### src/rtl/drsstc_pkg.sv
// drsstc_pkg: config byte map, config array type and interrupter state encoding
package drsstc_pkg;
    typedef enum int {CONF_PAR_0, CONF_PAR_1, CONF_PAR_2, CONF_PAR_3, CONF_PAR_4} Conf_par;
    localparam int CONF_W = 8;
    typedef logic [CONF_PAR_4:0][CONF_W-1:0] conf_t;
    typedef enum logic [1:0] {IDLE, ON, OFF, GAP} State;
    function automatic logic [CONF_W-1:0] min_b(input logic [CONF_W-1:0] a, input logic [CONF_W-1:0] b);
        return a < b ? a : b;
    endfunction
endpackage

### src/rtl/interrupter_if.sv
// interrupter_if: config/halt inputs and gate-drive outputs of the interrupter
interface interrupter_if;
    import drsstc_pkg::*;
    conf_t conf;
    logic halt;
    logic int_en;
    logic per_strobe;
    logic busy;
    modport master (output conf, halt, input int_en, per_strobe, busy);
    modport slave (input conf, halt, output int_en, per_strobe, busy);
endinterface

### src/rtl/tick_gen.sv
// tick_gen: prescaler emitting a one-cycle tick every TICK_DIV cycles after clr
module tick_gen #(
    parameter int TICK_DIV = 52
) (
    input  logic clk,
    input  logic rst_n,
    input  logic clr,
    output logic tick
);
    localparam int W = $clog2(TICK_DIV);
    logic [W-1:0] cnt_q;
    assign tick = cnt_q == W'(TICK_DIV - 1);
    always_ff @(posedge clk)
        if (!rst_n || clr) cnt_q <= '0;
        else cnt_q <= tick ? '0 : cnt_q + 1'b1;
endmodule

### src/rtl/interrupter.sv
// interrupter: continuous/burst gate-enable generator; config is shadowed at period boundaries
module interrupter
    import drsstc_pkg::*;
#(
    parameter int TICK_DIV = 52,
    parameter int ON_MAX   = 20
) (
    input logic clk,
    input logic rst_n,
    interrupter_if.slave bus
);
    localparam logic [CONF_W-1:0] ON_LIM = CONF_W'(ON_MAX);
    State state_q;
    logic [CONF_W-1:0] per_q, on_q, bn_q, gap_q, phase_q, gcnt_q, pulse_q;
    logic burst_q, int_en_q, strobe_q;
    logic [CONF_W-1:0] per_l, on_l, bn_l, on_eff_l;
    logic go, tick, last, per_end, gap_end, to_gap, reload, enter_on, unused_ok;
    assign per_l    = bus.conf[CONF_PAR_1];
    assign on_l     = bus.conf[CONF_PAR_2];
    assign bn_l     = bus.conf[CONF_PAR_3] == '0 ? CONF_W'(1) : bus.conf[CONF_PAR_3];
    assign on_eff_l = min_b(min_b(on_l, ON_LIM), per_l - 1'b1);
    assign go       = bus.conf[CONF_PAR_0][0] && per_l >= CONF_W'(2) && on_l != '0;
    assign unused_ok = ^bus.conf[CONF_PAR_0][CONF_W-1:2];
    // >= rather than == so a shrunken bn at reload still ends the burst
    assign last     = burst_q && pulse_q + 1'b1 >= bn_q;
    assign per_end  = state_q == OFF && tick && phase_q + 1'b1 == per_q;
    assign gap_end  = state_q == GAP && tick && gcnt_q + 1'b1 == gap_q;
    assign to_gap   = per_end && last && gap_q != '0;
    assign reload   = (state_q == IDLE && go) || (per_end && !to_gap) || gap_end;
    assign enter_on = !bus.halt && reload && go;
    tick_gen #(.TICK_DIV(TICK_DIV)) u_tick (
        .clk  (clk),
        .rst_n(rst_n),
        .clr  (bus.halt || state_q == IDLE || enter_on),
        .tick (tick)
    );
    always_ff @(posedge clk) begin
        if (!rst_n) begin
            state_q <= IDLE;
            {per_q, on_q, bn_q, gap_q, phase_q, gcnt_q, pulse_q} <= '0;
            {burst_q, int_en_q, strobe_q} <= '0;
        end else if (bus.halt) begin
            state_q <= IDLE;
            {phase_q, gcnt_q, pulse_q} <= '0;
            {int_en_q, strobe_q} <= '0;
        end else begin
            strobe_q <= enter_on;
            case (state_q)
                IDLE: pulse_q <= '0;
                ON: if (tick) begin
                    phase_q <= phase_q + 1'b1;
                    if (phase_q + 1'b1 == on_q) begin
                        state_q  <= OFF;
                        int_en_q <= 1'b0;
                    end
                end
                OFF: if (tick) phase_q <= phase_q + 1'b1;
                GAP: if (tick) gcnt_q <= gcnt_q + 1'b1;
            endcase
            if (per_end) pulse_q <= burst_q && !last ? pulse_q + 1'b1 : '0;
            if (to_gap) begin
                state_q <= GAP;
                gcnt_q  <= '0;
            end
            if (reload) begin
                per_q    <= per_l;
                on_q     <= on_eff_l;
                bn_q     <= bn_l;
                gap_q    <= bus.conf[CONF_PAR_4];
                burst_q  <= bus.conf[CONF_PAR_0][1];
                state_q  <= go ? ON : IDLE;
                int_en_q <= go;
                phase_q  <= '0;
            end
        end
    end
    assign bus.int_en     = int_en_q;
    assign bus.per_strobe = strobe_q;
    assign bus.busy       = state_q != IDLE;
endmodule

### src/flat_wrapper.sv
// flat-port wrapper written by rule: the top's interface ports become plain ports
module interrupter_flat import drsstc_pkg::*;
#(
    parameter int TICK_DIV = 52,
    parameter int ON_MAX   = 20
)
  (clk, rst_n, bus_conf, bus_halt, bus_int_en, bus_per_strobe, bus_busy);
  interrupter_if bus_i ();
  input logic clk;
  input logic rst_n;
  input wire logic [$bits(bus_i.conf)-1:0] bus_conf;
  input wire logic [$bits(bus_i.halt)-1:0] bus_halt;
  output wire logic [$bits(bus_i.int_en)-1:0] bus_int_en;
  output wire logic [$bits(bus_i.per_strobe)-1:0] bus_per_strobe;
  output wire logic [$bits(bus_i.busy)-1:0] bus_busy;
  assign bus_i.conf = bus_conf;
  assign bus_i.halt = bus_halt;
  assign bus_int_en = bus_i.int_en;
  assign bus_per_strobe = bus_i.per_strobe;
  assign bus_busy = bus_i.busy;
  interrupter #(.TICK_DIV(TICK_DIV), .ON_MAX(ON_MAX)) u_core (.clk(clk), .rst_n(rst_n), .bus(bus_i));
endmodule
### config.mk
export PLATFORM = sky130hd
export DESIGN_NAME = interrupter_flat
export DESIGN_NICKNAME = d
export VERILOG_FILES = /design/src/rtl/drsstc_pkg.sv /design/src/rtl/interrupter_if.sv /design/src/rtl/tick_gen.sv /design/src/rtl/interrupter.sv /design/src/flat_wrapper.sv
export SDC_FILE = /design/constraint.sdc
export NUM_CORES = 1
export LEC_CHECK = 0
export CORE_MARGIN = 3
export CORE_UTILIZATION = 36
export DETAILED_ROUTE_END_ITERATION = 16
export PLACE_DENSITY = 0.66
export SYNTH_ARGS = -nofsm -noshare
export SYNTH_HDL_FRONTEND = slang
export SYNTH_SLANG_ARGS = --single-unit
export TNS_END_PERCENT = 30
### constraint.sdc
create_clock -name clk -period 2.9 [get_ports clk]
set_input_delay 0.435 -clock clk [delete_from_list [all_inputs] [get_ports clk]]
set_output_delay 0.435 -clock clk [all_outputs]
set_load 0.01 [all_outputs]
# Word level (Yosys, flattened, before mapping)
# Cells that the tools add are included.
[totals]
reg_bits = 67
in_bits = 43
output_inout_bits = 3
elab_cells = 91
[classes]
addsub = 5
n_lt_le_gt_ge = 4
eq_ne = 7
n_mux = 16
n_bitwise = 2
n_reduce_logical = 45
[op_table]
columns = ["op", "count"]
rows = [
  ["$mux 8", 6],
  ["$add 8x1->8 const B", 3],
  ["$eq 8x8->1", 3],
  ["$reduce_bool 8->1", 2],
  ["$logic_and 1x1->1", 14],
  ["$mux 2", 5],
  ["$reduce_bool 2->1", 5],
  ["$reduce_bool 3->1", 3],
  ["$ge 8x2->1 const B", 1],
  ["$ge 8x8->1", 1],
  ["$logic_not 8->1", 1],
  ["$lt 8x5->1 const B", 1],
  ["$lt 8x8->1", 1],
  ["$sub 8x1->8 const B", 1],
  ["$add 6x1->6 const B", 1],
  ["$eq 6x6->1 const B", 1],
  ["$reduce_and 2->1", 3],
  ["$reduce_and 3->1", 2],
  ["$reduce_or 2->1", 3],
  ["$reduce_or 3->1", 2],
  ["$logic_or 1x1->1", 5],
  ["$mux 1", 5],
  ["$eq 2x2->1 const B", 2],
  ["$logic_not 1->1", 4],
  ["3 further kinds", 4],
]

# Depth between registers and ports, before layout
[logic_depth]
ltp_word = 14
mapped_depth = 14
mapped_depth_nobuf = 13

# Modules after synthesis
# A second synthesis with hierarchy kept.
[hier_totals]
hier_cells = 519
hier_area_um2 = 4330.4
[modules_own_cells]
columns = ["module", "instances", "cells_each", "area_each_um2", "seq_area_each_um2"]
rows = [
  ["interrupter", 1, 492, 4086.4, 1221.2],
  ["tick_gen", 1, 27, 244.0, 120.1],
]

# Least setup slack after synthesis
# No wires, ideal clock.
[synth_timing]
kind = "input to register"
startpoint = "in bus_conf[10]"
endpoint = "reg u_core.on_q[2]"
arrival_ns = 2.602
setup_slack_ns = 0.172
stages = 11
n_path_buf = 1
cell_sequence = "or4_1 nor4_1 xnor2_1 ha_1 and4_1 o211ai_1 o211ai_1 clkbuf_1 nand2_1 o211ai_1 mux2i_1"
[synth_between]
elab_chain_len = 7
[synth_lines]
columns = ["item", "line_no", "source"]
rows = [
  ["start: declaration", "flat_wrapper.sv:11", "input wire logic [$bits(bus_i.conf)-1:0] bus_conf;"],
  ["parallel branches: the longest is 7 deep, another holds $sub 8x1->8", "n/a", ""],
  ["end signal: assignment", "interrupter.sv:67", "on_q <= on_eff_l;"],
  ["end: declaration", "interrupter.sv:14", "logic [CONF_W-1:0] per_q, on_q, bn_q, gap_q, phase_q, gcnt_q, pulse_q;"],
]
# Parallel ways; which one is timed is not known.
# A chain may end at the register's enable or synchronous reset.

# Final worst setup path
[layout_timing]
startpoint = "in bus_conf[8]"
endpoint = "reg u_core.on_q[0]"
# Same word-level chain as after synthesis.

==> impl_metrics.env <==
export IMPL_status="complete, no violations"
export IMPL_firstDrtPassIters=4
export IMPL_coreArea_um2=11100
export IMPL_cts_path_max_buffers=2
export IMPL_p_per_area_nw_per_um2=440
export IMPL_cts_root_buf="clkbuf_16"
export IMPL_wl_per_cell_um=14.0
export IMPL_clock_latency_ns=0.34
export IMPL_fin_crit_ns=2.86
export IMPL_cts_htree_levels=3
export IMPL_relSlewSlack_pct=60.6
export IMPL_area_growth_pct=27.9
export IMPL_post_synth_cell_area_avg_um2=8.35
export IMPL_grt_max_degree=57
export IMPL_nets=631
export IMPL_fp_row_count=38
export IMPL_synth_async_reset_ratio_pct=0
export IMPL_synth_compound_area_share_pct=10.8
export IMPL_synth_adder_area_share_pct=7.48
export IMPL_num_vias=3619
export IMPL_grt_pass1_wl_um=16000
export IMPL_antenna_cells=0
export IMPL_syn_cell_area_um2=4180
export IMPL_grt_usage_pct=15.3
export IMPL_mostFrequentLayoutCells="81 x nand2_1, 65 x dfxtp_1, 36 x mux2i_1, 34 x clkdlybuf4s50_1"
export IMPL_antenna_found_initial=0
export IMPL_drive_above_1_share_pct=13.9
export IMPL_synth_xor_area_share_pct=11.8
export IMPL_cts_tree="built"
export IMPL_seq_area_um2=1350
export IMPL_ys_types=56
export IMPL_ant_nets=0
export IMPL_portBuffers=39
export IMPL_start_util_pct=37.8
export IMPL_io_pins=46
export IMPL_final_common_cell="nand2_1"
export IMPL_crit_type="primary input to register"
export IMPL_syn_inst=501
export IMPL_cp_arrival_ns=3.13
export IMPL_drc_errors=0
export IMPL_whs_ns=0.443
export IMPL_ys_flop_type="dfxtp_1"
export IMPL_fp_dieW_um=114
export IMPL_cap_violations=0
export IMPL_critPathMaxFanout=3
export IMPL_dpl_hpwl_um=7140
export IMPL_tightestPinTransition_ns=0.586
export IMPL_clk_pin_slew_ns=0.05
export IMPL_drt_iter0_markers=169
export IMPL_slew_violations=0
export IMPL_ys_seq_elements=67
export IMPL_cts_made_buffers=9
export IMPL_synth_top_family_by_area="simple AND/OR/NAND/NOR gates"
export IMPL_fmax_mhz=349
export IMPL_synth_edff_count=0
export IMPL_hold_path_class="register to register"
export IMPL_finalCritPeriodShare_pct=98.8
export IMPL_gp_congestion=0.874
export IMPL_finalSetupViolCount=0
export IMPL_ir_worst_vdd_uv=361
export IMPL_finalHoldViolations=0
export IMPL_grt_pass1_vias=3408
export IMPL_vias_per_cell=5.11
export IMPL_floorplan_die_height_um=114
export IMPL_yosys_area_share_simple_pct=24.6
export IMPL_multi_input_area_um2=2750
export IMPL_yosysWarnings=0
export IMPL_startpoint_type="primary input"
export IMPL_ys_seq_area_share_pct=32.1
export IMPL_grt_overflow=0
export IMPL_synth_mux_area_share_pct=8.61
export IMPL_die_area_um2=13000
export IMPL_end_kind="register"
export IMPL_fillers=1080
export IMPL_totalWireLength_um=9930
export IMPL_cts_sinks=67
export IMPL_p_leak_nw=2.22
export IMPL_fin_worst_skew_ns=0.00868
export IMPL_final_util_pct=48.3
export IMPL_required_ns=3.16
==> report_power, final <==
group	leakage (nW)	switching (mW)	internal, mW	total (mW)
logic	1.53	0.148	0.162	0.310
clock network	0.139	0.391	0.687	1.08
registers	0.545	0.0227	0.947	0.970
==> layer usage <==
layer	vias up	GRT usage [%]	wire (um)
met5	-	0	0
met4	0	6.41	118
li1	1857	-	-
met2	61	24.0	4650
met1	1690	20.3	4780
met3	11	3.61	388
==> sequential cells by signal, indices dropped and copies added, names as in the netlist <==
signal	cells
u_core.burst_q	1
u_core.state_q	2
u_core.pulse_q	8
u_core.gap_q	8
u_core.bus.int_en	1
u_core.per_q	8
u_core.bus.per_strobe	1
u_core.phase_q	8
u_core.on_q	8
u_core.bn_q	8
u_core.gcnt_q	8
u_core.u_tick.cnt_q	6
==> synth_stat cells (9+ instances only) <==
cell type	instances	area [um2]
nand2_1	81	304
dfxtp_1	67	1340
mux2i_1	36	360
nor2_1	33	124
xnor2_1	32	280
ha_1	25	313
xor2_1	22	193
inv_1	21	78.8
nor3_1	17	85.1
clkbuf_1	16	60.1
nand3_1	15	75.1
o21ai_0	15	75.1
a21oi_1	10	50.1
o211ai_1	9	67.6
==> worst max-delay path: stages <==
cell	delay, ns
clkdlybuf4s50_1	0.42
inv_1	0.09
ha_2	0.18
inv_1	0.04
or3_1	0.31
xor2_1	0.17
ha_1	0.29
and4_4	0.24
o211ai_1	0.09
o211ai_1	0.28
buf_4	0.18
mux2i_1	0.19
nand2_1	0.07
mux2i_1	0.13
==> cells by family (layout without fill, tap and decap cells) <==
family / after synthesis / after routing
multiplexers: 36 / 36
XOR/XNOR: 55 / 55
buffers and inverters: 46 / 111
AND/OR/NAND/NOR: 207 / 207
flip-flops: 67 / 67
AO/OA/AOI/OAI: 64 / 64
other: 1 / 3
adder cells (fa/ha/maj): 25 / 25
==> final timing paths <==
kind	cells after the start	end	slack, ns	from
max	14	u_core.on_q[0]	0.04	bus_conf[8]
min	1	u_core.u_tick.cnt_q[0]	0.44	u_core.u_tick.cnt_q[0]
max reg2reg	12	u_core.on_q[7]	0.13	u_core.pulse_q[2]
min reg2reg	1	u_core.u_tick.cnt_q[0]	0.44	u_core.u_tick.cnt_q[0]
==> cell type report <==
cell class / instances / share of cell area [%]
clock buffer: 12 / 4.60
multi-input combinational: 390 / 51.3
clock inverter: 4 / 0.935
sequential: 67 / 25.2
tap: 140 / 3.27
timing repair buffer: 74 / 13.3
inverter: 21 / 1.47
==> per-stage QoR <==
step / setup slack (ns) / cell area (um2) / cells / setup TNS (ns) / power (mW)
after floorplan: 0.172 / 4190 / 503 / 0 / 1.15
after global placement: -0.264 / 4890 / 688 / -1.68 / 1.27
after detailed placement: -0.347 / 4890 / 688 / -2.19 / 1.27
after CTS: 0.00461 / 5200 / 704 / 0 / 2.37
after global routing: -0.0618 / 5350 / 708 / -0.0832 / 2.47
final: 0.0356 / 5350 / 708 / 0 / 2.36
==> repair_timing <==
action                                  4_1_cts  5_1_grt
resized for setup                             2       25
hold buffers                                  0        0
setup buffers                                 0        1
endpoints found under the setup margin       44       51
hold endpoints to repair                      0        0
pin swaps                                     0        9
cloned                                        0        3
Power figures use the tool's default switching activity.
